===== src/rtl/bcd_updown_counter.sv =====
// -----------------------------------------------------------------------------
// bcd_updown_counter
//
// Multi-digit packed-BCD up/down counter with count enable, direction
// control, synchronous parallel load (with BCD validity check) and a
// registered full-range wrap pulse for cascading.
//
// Parameters:
//   DIGITS    number of BCD decades (1..8)
//
// Ports:
//   clk       clock, rising-edge active
//   rst       asynchronous active-high reset
//   en        count enable (one step per cycle)
//   up        direction: 1 = up, 0 = down
//   load      synchronous parallel load request (wins over en)
//   load_val  packed BCD load value, digit 0 in [3:0]
//   count     packed BCD count, digit 0 in [3:0] (registered)
//   wrap      one-cycle carry/borrow pulse on full-range wrap (registered)
//   load_err  one-cycle pulse when a load contains a nibble > 9 (registered)
// -----------------------------------------------------------------------------
module bcd_updown_counter #(
    parameter int DIGITS = 4
) (
    input  logic                  clk,
    input  logic                  rst,
    input  logic                  en,
    input  logic                  up,
    input  logic                  load,
    input  logic [4*DIGITS-1:0]   load_val,
    output logic [4*DIGITS-1:0]   count,
    output logic                  wrap,
    output logic                  load_err
);

    logic [4*DIGITS-1:0] count_reg;
    logic [4*DIGITS-1:0] count_next;
    logic                wrap_reg;
    logic                load_err_reg;

    // carry_chain[i]: all digits below i are 9 (digit i receives an increment).
    // borrow_chain[i]: all digits below i are 0 (digit i receives a decrement).
    // Index DIGITS therefore flags a full-range wrap.
    logic [DIGITS:0]     carry_chain;
    logic [DIGITS:0]     borrow_chain;
    logic [DIGITS-1:0]   nib_ok;

    assign carry_chain[0]  = 1'b1;
    assign borrow_chain[0] = 1'b1;

    generate
        for (genvar gi = 0; gi < DIGITS; gi++) begin : g_digit
            logic [3:0] digit;
            logic [3:0] digit_next;

            assign digit = count_reg[4*gi +: 4];

            assign carry_chain[gi+1]  = carry_chain[gi]  & (digit == 4'd9);
            assign borrow_chain[gi+1] = borrow_chain[gi] & (digit == 4'd0);

            assign nib_ok[gi] = (load_val[4*gi +: 4] <= 4'd9);

            always_comb begin
                digit_next = digit;
                if (up) begin
                    if (carry_chain[gi])
                        digit_next = (digit == 4'd9) ? 4'd0 : digit + 4'd1;
                end else begin
                    if (borrow_chain[gi])
                        digit_next = (digit == 4'd0) ? 4'd9 : digit - 4'd1;
                end
            end

            assign count_next[4*gi +: 4] = digit_next;
        end
    endgenerate

    logic wrap_next;
    assign wrap_next = up ? carry_chain[DIGITS] : borrow_chain[DIGITS];

    always_ff @(posedge clk or posedge rst) begin
        if (rst) begin
            count_reg    <= '0;
            wrap_reg     <= 1'b0;
            load_err_reg <= 1'b0;
        end else if (load) begin
            // Whole-word reject: a single bad nibble leaves count untouched.
            if (&nib_ok) begin
                count_reg    <= load_val;
                load_err_reg <= 1'b0;
            end else begin
                load_err_reg <= 1'b1;
            end
            wrap_reg <= 1'b0;
        end else if (en) begin
            count_reg    <= count_next;
            wrap_reg     <= wrap_next;
            load_err_reg <= 1'b0;
        end else begin
            wrap_reg     <= 1'b0;
            load_err_reg <= 1'b0;
        end
    end

    assign count    = count_reg;
    assign wrap     = wrap_reg;
    assign load_err = load_err_reg;

endmodule

===== config.mk =====
export PLATFORM = sky130hd
export DESIGN_NAME = bcd_updown_counter
export DESIGN_NICKNAME = d
export VERILOG_FILES = /design/src/rtl/bcd_updown_counter.sv
export SDC_FILE = /design/constraint.sdc
export NUM_CORES = 1
export LEC_CHECK = 0
export CORE_MARGIN = 2
export CORE_UTILIZATION = 50
export DETAILED_ROUTE_END_ITERATION = 6
export PLACE_DENSITY_LB_ADDON = 0.1
export SLEW_MARGIN = 20
export SYNTH_ARGS = -nofsm -noshare
export SYNTH_HDL_FRONTEND = slang
export SYNTH_SLANG_ARGS = --single-unit

===== constraint.sdc =====
create_clock -name clk -period 2.4 [get_ports clk]
set_input_delay 0.24 -clock clk [delete_from_list [all_inputs] [get_ports clk]]
set_output_delay 0.24 -clock clk [all_outputs]
set_load 0.01 [all_outputs]

# Yosys cells after proc, flatten, opt, wreduce, memory -nomap -nowiden
# Index checks and enable logic that the tools add are counted.
[word_totals] out_inout_bits=18 reg_bits=18 word_cells=71 inputBits=21
[op_classes] bitwise=6 mux=26 n_eq_ne=8 n_addsub=8 magnitude_cmp=4 reduce_logical=13
[op_table] operator="2-to-1 mux 4 bit" n=18
[op_table] operator="2-to-1 mux 16 bit" n=3
[op_table] operator="adder 4 x 1 -> 4 bit (second input constant)" n=4
[op_table] operator="equality test 4 bit (second input constant)" n=4
[op_table] operator="less-or-equal comparator 4 bit (second input constant)" n=4
[op_table] operator="zero test 4 bit" n=4
[op_table] operator="AND reduction 4 bit" n=4
[op_table] operator="subtractor 4 x 1 -> 4 bit (second input constant)" n=4
[op_table] operator="inequality test 3 x 1 -> 1 bit (second input constant)" n=3
[op_table] operator="nonzero test 3 bit" n=3
[op_table] operator="bitwise AND 1 bit" n=6
[op_table] operator="2-to-1 mux 1 bit" n=5
[op_table] operator="inequality test 2 x 1 -> 1 bit (second input constant)" n=1
[op_table] operator="AND reduction 2 bit" n=1
[op_table] operator="nonzero test 2 bit" n=1

# Longest topological paths before layout
# Gate-level depths: netlist (run 1).
[logic_depth] ltp_word=7 depth_mapped=8 ltp_nobuf=5

# Worst setup path after synthesis (run 1)
# Ideal clock, no wire load.
[synth_timing] path_kind="register to register" from="reg count_reg[2], in the netlist count[2]" to="reg count_reg[10], in the netlist count[10]" setup_ns=0.125 n_path_buf=1 slack_ns=0.579 t_required_ns=2.275 synth_period_minus_slack_ns=1.821 path_stages_with_launch=7 arrival_time_ns=1.696 path_cell_list="dfrtp_1 buf_6 nand4bb_4 a21oi_4 a21oi_4 a311o_4 mux2_4"
[synth_between] elab_chain_cells=4 word_cells_on_any_way=7 cone_classes="eq/ne (2); bitwise (2); reduce/logical (3)"
[synth_lines] item="start: declaration" line="36" text="logic [4*DIGITS-1:0] count_reg;"
[synth_lines] item="start signal: assignment" line="89" text="count_reg <= load_val;"
[synth_lines] item="start signal: assignment" line="96" text="count_reg <= count_next;"
[synth_lines] item="equality test 4 bit / zero test 4 bit (equally long branches)" line="58, 59"
[synth_lines] item="bitwise AND 1 bit, on equally long branches" line="58, 59"
[synth_lines] item="inequality test 3 x 1 -> 1 bit (no source line) / nonzero test 3 bit (equally long branches)"
[synth_lines] item="AND reduction 4 bit (no source line) *"
# Mark *: on every way between the ends. The rest lies on a longest branch, timed or not.
# A chain may end at the register's enable or synchronous reset.

# Worst setup path after layout (run 1)
[layout_timing] from="reg count_reg[0], in the netlist count[0]" to="reg count_reg[13], in the netlist count[13]"
[layout_between] elab_chain_cells=5 word_cells_on_any_way=9 cone_classes="eq/ne (2); bitwise (4); reduce/logical (3)"
[layout_lines] item="equality test 4 bit / zero test 4 bit (equally long branches)" line="58, 59"
[layout_lines] item="bitwise AND 1 bit, on equally long branches (2 in a row)" line="58, 59"
[layout_lines] item="inequality test 3 x 1 -> 1 bit (no source line) / nonzero test 3 bit (equally long branches)"
[layout_lines] item="AND reduction 4 bit (no source line) *"
# Marked as above.

==> key figures, run 1 <==
Power and ir drop
  • Final total power: 1930 uW
  • Leakage power of the design: roughly 0.0008 uW
  • Max VDD drop: ~0.53 mV
  • Power density over cell area: around 940 nW/um^2

Floorplanning
  • Boundary Pins: 39
  • Die boundary width: just over 60 microns
  • Die height: 62.3 microns
  • Die area: 3880 sq um
  • Number of rows in the core area: 21
  • Placeable Area: 3280 sq um
  • Initial core utilization: 0.517

Critical path
  • Slack of the worst reg-to-reg path: 0.33 ns
  • Maximum fanout count along the critical path: 12
  • Data required time of the critical path: between 2 and 3 ns
  • WP data arrival: 2.26 ns
  • Critical path cell sequence: nor3_2, nand4_1, and3_1, nor3_4, mux2_2
  • Crit end category: flop
  • Slowest cell on the critical path: dfrtp_1
  • Worst R2R Path Depth: 5
  • Max incr delay on CP: 0.58 ns
  • Nature of the critical path startpoint: flop
  • CP Buf/Inv Count: 0
  • Destination of the worst register-to-register timing path: count[13]$_DFFE_PP0P_
  • Critical path type: reg2reg
  • Top Family by Delay on Critical Path: simple AND/OR/NAND/NOR gates
  • Reg2Reg Launch Point: count[0]$_DFFE_PP0P_

Synthesis
  • Flops & latches, synth: 18
  • Top cells by instance count after synthesis: nand2_1 (21), dfrtp_1 (18), a21oi_1 (15), o21ai_0 (15), nor2_1 (12)
  • Biggest area consumer among synthesized cells: dfrtp_1
  • Number of library cell types mapped by synthesis: 52
  • Instance count of the mapped netlist: 200
  • Share of synthesized area occupied by flip-flops and latches: 0.265
  • Synth top area share: 0.265
  • Synthesized Nets: 221
  • Number of enable flip-flop cells after synthesis: 0
  • Most used standard cell by instance count after synthesis: nand2_1
  • Yosys Warn Count: 0
  • Largest cells by area after synthesis: dfrtp_1 (27%), nand2_1 (4.6%), a21oi_1 (4.4%)
  • Fraction of registers with async set or reset after synthesis: 1.00
  • Mean cell area of the mapped netlist: about 8.5 sq um
  • Mapped cell area: 1700 sq um
  • Most instantiated flip-flop cell in the synthesis netlist: dfrtp_1

Drt
  • Count of TritonRoute iterations in the first routing pass: 4
  • Avg WL per Cell: 15.8 microns
  • Wirelength, routed: 4270 microns
  • Initial DRC Count: roughly 130
  • Remaining antenna violation count: 0
  • DRC errors left: 0
  • Via density per instance: 5.89
  • Via count: 1589

Job
  • Maxcap violations: 0

Global routing
  • Final global-route overflow total: 0
  • Antenna violations before repair: 0
  • Vias in the first global route: 1556
  • Pin count of the biggest net entering global routing: 25
  • Tot GR Track Use: 0.228
  • Global-route wire length before repair: 7250 microns

Place
  • Routability congestion estimate: 0.855
  • Post-Place Cells: 266
  • Half-perimeter wire length of the detailed placement result: 3130 microns
  • Post-DP Area: 2020 sq um
  • Port Buffers: 38

Layout
  • Final cell area excluding filler cells: roughly 2000 sq um
  • Diode insertion count for antenna repair: 0
  • Layout cells sized above 1: 0.121
  • Number of non-filler instances in the completed layout: 270
  • Max reg flops: 16
  • Synth-to-Final Area Change: 21.2%
  • Count of fill cells added during filler insertion: just over 300
  • Layout net count: 246
  • Final cell utilization of the core: 0.626

Clock network
  • Clock Tree Buf Depth: 2
  • Post-cts resize count: 0
  • CTS Sinks: 18
  • Total CTS buffers: 3
  • Clock input transition at the sequential cells of the worst setup and hold paths: 0.11 ns
  • Setup fix buffers added after clock tree synthesis: 0
  • CTS Hold Bufs: 0
  • TritonCTS clock tree: built
  • Clock latency reported for the late side of the worst-skew pair: 0.30 ns
  • Clock H-tree levels: 1
  • CTS root buffer: clkbuf_4

Timing
  • Post-layout min period: about 2.1 ns
  • RSZ-0062 raised after global routing: no
  • Maximum frequency from static timing analysis: 0.482 GHz
  • Tightest slew margin relative to the limit: 0.540
  • Total negative slack for setup checks: 0 ns
  • Final clock period utilization by the worst path: 0.864
  • Final Hold Vio Count: 0
  • Clock skew: 0.00795 ns
  • Fin. max-slew vios: 0
  • Worst slew pin tran: between 0.6 and 0.7 ns
  • Total setup violations reported at the end of the flow: 0

Run status
  • Outcome: complete, no violations

Min path
  • Class of the tightest hold or removal check: in2async
report_power, final:
| part | internal, uW | switching, uW | leakage [uW] |
|---|---|---|---|
| Combinational | 565 | 403 | 0.000559 |
| Sequential | 411 | 358 | 0.000214 |
| Clock | 92.6 | 98.7 | 0.0000210 |
| Total | 1070 | 859 | 0.000795 |
routing by layer:
metal | vias to the layer above | GRT usage | part of all wire
met2 | 47 | 0.410 | 0.50
li1 | 780 | - | -
met5 | - | 0 | 0
met1 | 756 | 0.291 | 0.44
met3 | 6 | 0.0417 | 0.047
met4 | 0 | 0.0333 | 0.0082
final cells by class:
class / instances / area, sq um / share of cell area
Multi-Input combinational cell: 151 / 1070 / 0.519
Clock buffer: 4 / 36.3 / 0.0176
Timing Repair Buffer: 42 / 410 / 0.200
Tap cell: 46 / 57.6 / 0.0280
Sequential cell: 18 / 450 / 0.219
Inverter: 9 / 33.8 / 0.0164
how the worst max path moves through the flow:
stage	slack (ns)	to	start	cells after the start
6_report	0.33	count[13]$_DFFE_PP0P_	count[0]$_DFFE_PP0P_	5
5_1_grt	0.23	count[13]$_DFFE_PP0P_	count[0]$_DFFE_PP0P_	5
4_1_cts	0.36	count[13]$_DFFE_PP0P_	count[0]$_DFFE_PP0P_	5
3_5_place_dp	0.17	count[13]$_DFFE_PP0P_	up	6
3_3_place_gp	0.19	count[9]$_DFFE_PP0P_	load_val[2]	6
2_1_floorplan	0.58	count[10]$_DFFE_PP0P_	count[2]$_DFFE_PP0P_	6
stage by stage:
step                hold slack (ns)  worst slack (ns)
floorplan                     0.179             0.579
global placement              0.636             0.193
detailed placement            0.664             0.172
CTS                           0.372             0.359
global route                  0.419             0.231
finish                        0.332             0.326
logic make-up (layout without fill, tap and decap cells):
| kind of cell | count (synthesis) | count (layout) | synth area share |
|---|---|---|---|
| DFF | 18 | 18 | 0.265 |
| AOI/OAI and AO/OA | 63 | 63 | 0.260 |
| and+or+nand+nor | 69 | 69 | 0.249 |
| buffers and inverters | 31 | 55 | 0.105 |
| muxes | 11 | 11 | 0.0804 |
| xor gates and xnor gates | 8 | 8 | 0.0413 |
layout by cell type, fill, tap and decap left out, drive strengths merged, types with 4 or more instances in the layout:
cell / Yosys / final
nand3: 5 / 5
a211oi: 5 / 5
mux2: 9 / 9
nor2: 12 / 12
nand2: 21 / 21
nor3: 8 / 8
clkdlybuf4s50: 0 / 38
clkbuf: 8 / 4
a21oi: 17 / 17
dfrtp: 18 / 18
xnor2: 5 / 5
inv: 9 / 9
or3: 4 / 4
o21ai: 15 / 15
buf: 14 / 4
a31oi: 5 / 5
nor4: 7 / 7
(Power assumes the default switching activity.)
==> run 2: changes to the inputs <==
Settings changed: CORE_MARGIN 2 to 10.
==> run 2 against run 1 <==
First-iteration DRC count is 41% lower. Sequential power is 2% lower. Largest power group unchanged. Register-to-register slack better by 0.03 ns. Largest cell class unchanged.
==> key figures, run 2 (synthesized netlist as in run 1, its figures left out) <==
Layout
  • Number of non-filler instances in the completed layout: 274 (+1.5%)
  • Synth-to-Final Area Change: 23.0%
  • Final cell utilization of the core: 0.630 (+0.00410)
  • Most frequent cells in the layout: clkdlybuf4s50_1 (38), nand2_1 (21), dfrtp_1 (18)
  • Max reg flops: 16 (unchanged)
  • Layout cells sized above 1: 0.136 (+0.0154)
  • Count of fill cells added during filler insertion: 293 (-4.2%)
  • Commonest non-fill, non-tap cell in the layout: clkdlybuf4s50_1
  • Diode insertion count for antenna repair: 0 (unchanged)
  • Layout net count: 250 (+1.6%)

Critical path
  • Critical path type: reg2reg
  • Data required time of the critical path: 2.61 ns (+0.02 ns)
  • WP data arrival: 2.25 ns (about the same)
  • Max incr delay on CP: 0.52 ns (-0.06 ns)
  • Critical path cell sequence: nor4_1, nand4_1, and3_1, nor3_4, mux2_2
  • Crit end category: flop
  • Slowest cell on the critical path: dfrtp_1
  • Nature of the critical path startpoint: flop
  • Maximum fanout count along the critical path: 11 (-1)

Run status
  • Outcome: complete, no violations

Timing
  • Final Hold Vio Count: 0 (unchanged)
  • Tightest slew margin relative to the limit: 0.536 (-0.00360)
  • Total negative slack for setup checks: 0 ns (unchanged)
  • RSZ-0062 raised after global routing: no
  • Fin. max-slew vios: 0 (unchanged)
  • Post-layout min period: 2.04 ns (-0.0335 ns)
  • Total setup violations reported at the end of the flow: 0 (unchanged)
  • Maximum frequency from static timing analysis: 0.490 GHz (+1.6%)
  • Final clock period utilization by the worst path: 0.850 (-0.0139)
  • Worst slew pin tran: 0.695 ns (+0.00540 ns)
  • Clock skew: 0.00334 ns (-0.00462 ns)

Clock network
  • TritonCTS clock tree: built
  • Clock H-tree levels: 1 (unchanged)
  • Clock input transition at the sequential cells of the worst setup and hold paths: 0.11 ns (about the same)
  • Total CTS buffers: 3 (unchanged)
  • CTS Hold Bufs: 0 (unchanged)
  • Clock Tree Buf Depth: 2 (unchanged)
  • Setup fix buffers added after clock tree synthesis: 0 (unchanged)
  • Clock latency reported for the late side of the worst-skew pair: 0.31 ns (about the same)
  • CTS root buffer: clkbuf_4
  • CTS Sinks: 18 (unchanged)
  • Post-cts resize count: 0 (unchanged)

Drt
  • DRC errors left: 0 (unchanged)
  • Avg WL per Cell: 16.3 microns (+2.9%)
  • Via density per instance: 5.90 (+0.21%)
  • Count of TritonRoute iterations in the first routing pass: 4 (unchanged)
  • Wirelength, routed: 4460 microns (+4.4%)
  • Via count: 1616 (+1.7%)
  • Initial DRC Count: 79 (-41%)
  • Remaining antenna violation count: 0 (unchanged)

Global routing
  • Global-route wire length before repair: 7630 microns (+5.2%)
  • Tot GR Track Use: 0.147 (-0.0802)
  • Vias in the first global route: 1537 (-1.2%)
  • Final global-route overflow total: 0 (unchanged)
  • Antenna violations before repair: 0 (unchanged)
  • Pin count of the biggest net entering global routing: 19 (-24%)

Place
  • Port Buffers: 38 (unchanged)
  • Half-perimeter wire length of the detailed placement result: 3440 microns (+9.8%)
  • Post-Place Cells: 270 (+1.5%)
  • Routability congestion estimate: 0.847 (-0.99%)

Floorplanning
  • Die height: 78.3 microns (+26%)
  • Initial core utilization: 0.512 (-0.00410)
  • Boundary Pins: 39 (unchanged)
  • Placeable Area: 3310 sq um (+0.80%)
  • Die area: 6120 sq um (+58%)
  • Die boundary width: 78.3 microns (+26%)
  • Number of rows in the core area: 21 (unchanged)

Power and ir drop
  • Share of total power consumed by net switching: 0.446 (+0.000621)
  • Leakage power of the design: 0.000814 uW (+2.5%)
  • Switching power summed over all nets: 874 uW (+1.7%)
  • Internal power summed over all cells: 1080 uW (+1.4%)
  • Max VDD drop: 0.728 mV (+38%)
  • Fraction of power consumed by sequential logic: 0.382 (-0.016)
  • Portion of total power attributed to the clock network: 0.102 (+0.003)
  • Power density over cell area: 938 nW/um^2 (about the same)
  • Combinational share of power: 0.515 (+0.013)

Job
  • Maxcap violations: 0 (unchanged)

Min path
  • Class of the tightest hold or removal check: in2async
run 2: power groups by stage:
stage | logic [uW] | registers [uW] | clock network, uW
CTS | 1020 | 745 | 207
floorplan | 857 | 554 | 0
global placement | 993 | 730 | 0
finish | 1010 | 749 | 201
global route | 1110 | 786 | 217
detailed placement | 1020 | 750 | 0
run 2: final timing paths:
| path | start | endpoint | slack (ns) | depth (start not counted) |
|---|---|---|---|---|
| setup / recovery | count[9]$_DFFE_PP0P_ | count[13]$_DFFE_PP0P_ | 0.36 | 5 |
| hold / removal | rst | count[10]$_DFFE_PP0P_ | 0.32 | 2 |
| setup reg to reg | count[9]$_DFFE_PP0P_ | count[13]$_DFFE_PP0P_ | 0.36 | 5 |
| hold reg to reg | count[15]$_DFFE_PP0P_ | count[15]$_DFFE_PP0P_ | 0.67 | 2 |
| max in group asynchronous | rst | count[13]$_DFFE_PP0P_ | 1.63 | 2 |
| min in group clk | load_val[7] | count[7]$_DFFE_PP0P_ | 0.52 | 3 |
run 2: critical path: cells and delay by family, from the launching register on:
kind	cells	cell delay (ns)
multiplexers	1	0.37
AND/OR/NAND/NOR	4	1.04
flip-flops	1	0.52
run 2: through the flow:
step	worst slack, ns	power (uW)	instance area (sq um)	hold slack, ns
floorplan	0.579	1410	1700	0.179
global placement	0.234	1720	2050	0.639
detailed placement	0.165	1760	2050	0.647
CTS	0.358	1970	2090	0.365
global route	0.235	2110	2090	0.402
finish	0.359	1960	2090	0.325
run 2: final cells by class:
class	count	area, sq um	share of cell area
Clock buffer	4	36.3	0.0174
Inverter	9	33.8	0.0162
Multi-Input combinational cell	151	1070	0.512
Sequential cell	18	450	0.216
Tap cell	46	57.6	0.0276
Timing Repair Buffer	46	440	0.211
run 2: per-layer routing:
metal	routed length (microns)	global-route usage	vias up
met5	0	0	-
met4	45	0.0323	0
met3	344	0.0456	6
met2	2160	0.244	60
met1	1910	0.183	758
li1	-	-	792
==> run 3: changes to the inputs <==
Settings changed: CORE_MARGIN 10 to 5, PLACE_DENSITY from default to 0.86, PLACE_DENSITY_LB_ADDON 0.1 to default.
==> run 3 against run 2 <==
Sequential power grew 2%. Cell area is 0.12% lower. Worst setup slack improved by 0.083 ns. Clock-buffer cell count is the same. Die area down 24%. Cell count down 0.73%. Critical path type unchanged. Largest power group unchanged.
==> key figures, run 3 (synthesized netlist as in run 1, its figures left out) <==
Layout
  • Layout net count: 248 (-0.80%)
  • Count of fill cells added during filler insertion: 312 (+6.5%)
  • Diode insertion count for antenna repair: 0 (unchanged)
  • Max reg flops: 16 (unchanged)
  • Synth-to-Final Area Change: 22.9%
  • Commonest non-fill, non-tap cell in the layout: clkdlybuf4s50_1
  • Layout cells sized above 1: 0.128 (-0.00765)
  • Most frequent cells in the layout: clkdlybuf4s50_1 (38), nand2_1 (21), dfrtp_1 (18)
  • Final cell utilization of the core: 0.630 (-0.000755)

Min path
  • Class of the tightest hold or removal check: in2async

Power and ir drop
  • Max VDD drop: 0.534 mV (-27%)
  • Power density over cell area: 922 nW/um^2 (-1.7%)
  • Leakage power of the design: 0.000809 uW (-0.63%)

Critical path
  • Slack of the worst reg-to-reg path: 0.44 ns (+0.08 ns)
  • Data required time of the critical path: 2.60 ns (about the same)
  • Worst R2R Path Depth: 4 (-1)
  • Top Family by Delay on Critical Path: flip-flops
  • Crit end category: flop
  • WP depth: 4 (-1)
  • Critical path cell sequence: nor4_4, nand2_1, a311o_4, mux2_4
  • Critical path type: reg2reg
  • CP Buf/Inv Count: 0 (unchanged)
  • Nature of the critical path startpoint: flop
  • Maximum fanout count along the critical path: 9 (-2)
  • WP data arrival: 2.16 ns (-0.09 ns)
  • Max incr delay on CP: 0.54 ns (+0.02 ns)
  • Slowest cell on the critical path: dfrtp_1

Place
  • Port Buffers: 38 (unchanged)
  • Half-perimeter wire length of the detailed placement result: 3020 microns (-12%)
  • Routability congestion estimate: 0.846 (about the same)
  • Worst setup timing slack at the placement stage: 0.206 ns (+0.0405 ns)

Clock network
  • Clock input transition at the sequential cells of the worst setup and hold paths: 0.11 ns (about the same)
  • Post-cts resize count: 0 (unchanged)
  • Total CTS buffers: 3 (unchanged)
  • CTS root buffer: clkbuf_4
  • Clock latency reported for the late side of the worst-skew pair: 0.30 ns (about the same)
  • CTS Hold Bufs: 0 (unchanged)
  • Clock Tree Buf Depth: 2 (unchanged)
  • Clock H-tree levels: 1 (unchanged)
  • Setup fix buffers added after clock tree synthesis: 0 (unchanged)
  • TritonCTS clock tree: built
  • CTS Sinks: 18 (unchanged)

Drt
  • Via density per instance: 5.93 (+0.61%)
  • DRC errors left: 0 (unchanged)
  • Wirelength, routed: 4030 microns (-9.7%)
  • Via count: 1614 (-0.12%)
  • Top layer used by detailed routing: met4
  • Metal-1 WL: 1800 microns (-5.5%)
  • Count of TritonRoute iterations in the first routing pass: 4 (unchanged)
  • Remaining antenna violation count: 0 (unchanged)
  • Initial DRC Count: 95 (+20%)
  • Sum of met2 wire segment lengths after detailed routing: 1950 microns (-9.9%)
  • Met3 WL post-DR: 240 microns (-30%)
  • Avg WL per Cell: 14.8 microns (-9.0%)

Timing
  • Total setup violations reported at the end of the flow: 0 (unchanged)
  • Tightest slew margin relative to the limit: 0.507 (-0.0290)
  • Post-route setup slack: 0.442 ns (+0.0831 ns)
  • Final Hold Vio Count: 0 (unchanged)
  • Total negative slack for setup checks: 0 ns (unchanged)
  • Fin. max-slew vios: 0 (unchanged)
  • Clock skew: 0.00497 ns (+0.00163 ns)
  • Worst slew pin tran: 0.738 ns (+0.0434 ns)
  • Maximum frequency from static timing analysis: 0.511 GHz (+4.2%)
  • Final clock period utilization by the worst path: 0.816 (-0.0346)
  • Post-layout min period: 1.96 ns (-0.0831 ns)
  • RSZ-0062 raised after global routing: no

Job
  • Maxcap violations: 0 (unchanged)

Global routing
  • Antenna violations before repair: 0 (unchanged)
  • Pin count of the biggest net entering global routing: 20 (+1)
  • Tot GR Track Use: 0.192 (+0.0443)
  • Vias in the first global route: 1542 (+0.33%)
  • Global-route wire length before repair: 6930 microns (-9.1%)
  • Final global-route overflow total: 0 (unchanged)

Floorplanning
  • Die boundary width: 68.3 microns (-13%)
  • Number of rows in the core area: 21 (unchanged)
  • Initial core utilization: 0.512 (unchanged)
  • Placeable Area: 3310 sq um (unchanged)
  • Boundary Pins: 39 (unchanged)
  • Die height: 68.3 microns (-13%)
  • Die area: 4660 sq um (-24%)

Run status
  • Outcome: complete, no violations
==> run 3: cell count changes in the layout (fill, tap and decap cells not counted), sizes merged <==
cell  delta
buf      -2
==> run 3: final cells by class <==
type | instances | area (sq um) | area share
well taps | 46 | 57.6 | 0.0276
clock buffers | 4 | 36.3 | 0.0174
repair buffers | 44 | 438 | 0.210
flip-flops and latches | 18 | 450 | 0.216
multi-input cells | 151 | 1070 | 0.513
inverters | 9 | 33.8 | 0.0162
==> run 3: per-stage QoR <==
stage | instance area (sq um) | hold WS [ns] | instances | power [uW]
finish | 2080 | 0.348 | 272 | 1920
global route | 2080 | 0.435 | 272 | 2090
CTS | 2080 | 0.365 | 272 | 1930
detailed placement | 2050 | 0.659 | 268 | 1730
global placement | 2050 | 0.637 | 268 | 1700
floorplan | 1700 | 0.179 | 200 | 1410
==> run 3: worst paths after layout <==
| kind | start | end |
|---|---|---|
| min in group clk | load_val[1] | count[1]$_DFFE_PP0P_ |
| max reg2reg | count[3]$_DFFE_PP0P_ | count[9]$_DFFE_PP0P_ |
| min reg2reg | count[15]$_DFFE_PP0P_ | count[15]$_DFFE_PP0P_ |
| min | rst | count[10]$_DFFE_PP0P_ |
| max in group asynchronous | rst | count[2]$_DFFE_PP0P_ |
| max | count[3]$_DFFE_PP0P_ | count[9]$_DFFE_PP0P_ |
==> run 3: routing by layer <==
metal  global-route usage  vias up
met5                    0        -
met4               0.0620        0
met3               0.0230        6
met2                0.307       53
met1                0.267      767
li1                     -      788
==> run 3: worst reg2reg max path: cells and delay by family, from the launching register on <==
| kind | cells | cell delay [ns] |
|---|---|---|
| simple gates | 2 | 0.54 |
| flops | 1 | 0.54 |
| compound gates | 1 | 0.47 |
| mux | 1 | 0.31 |
==> run 3: report_power, final <==
part | internal (uW) | leakage [uW] | switching, uW
clock | 92.6 | 0.0000210 | 104
sequential | 411 | 0.000214 | 350
combinational | 571 | 0.000574 | 394
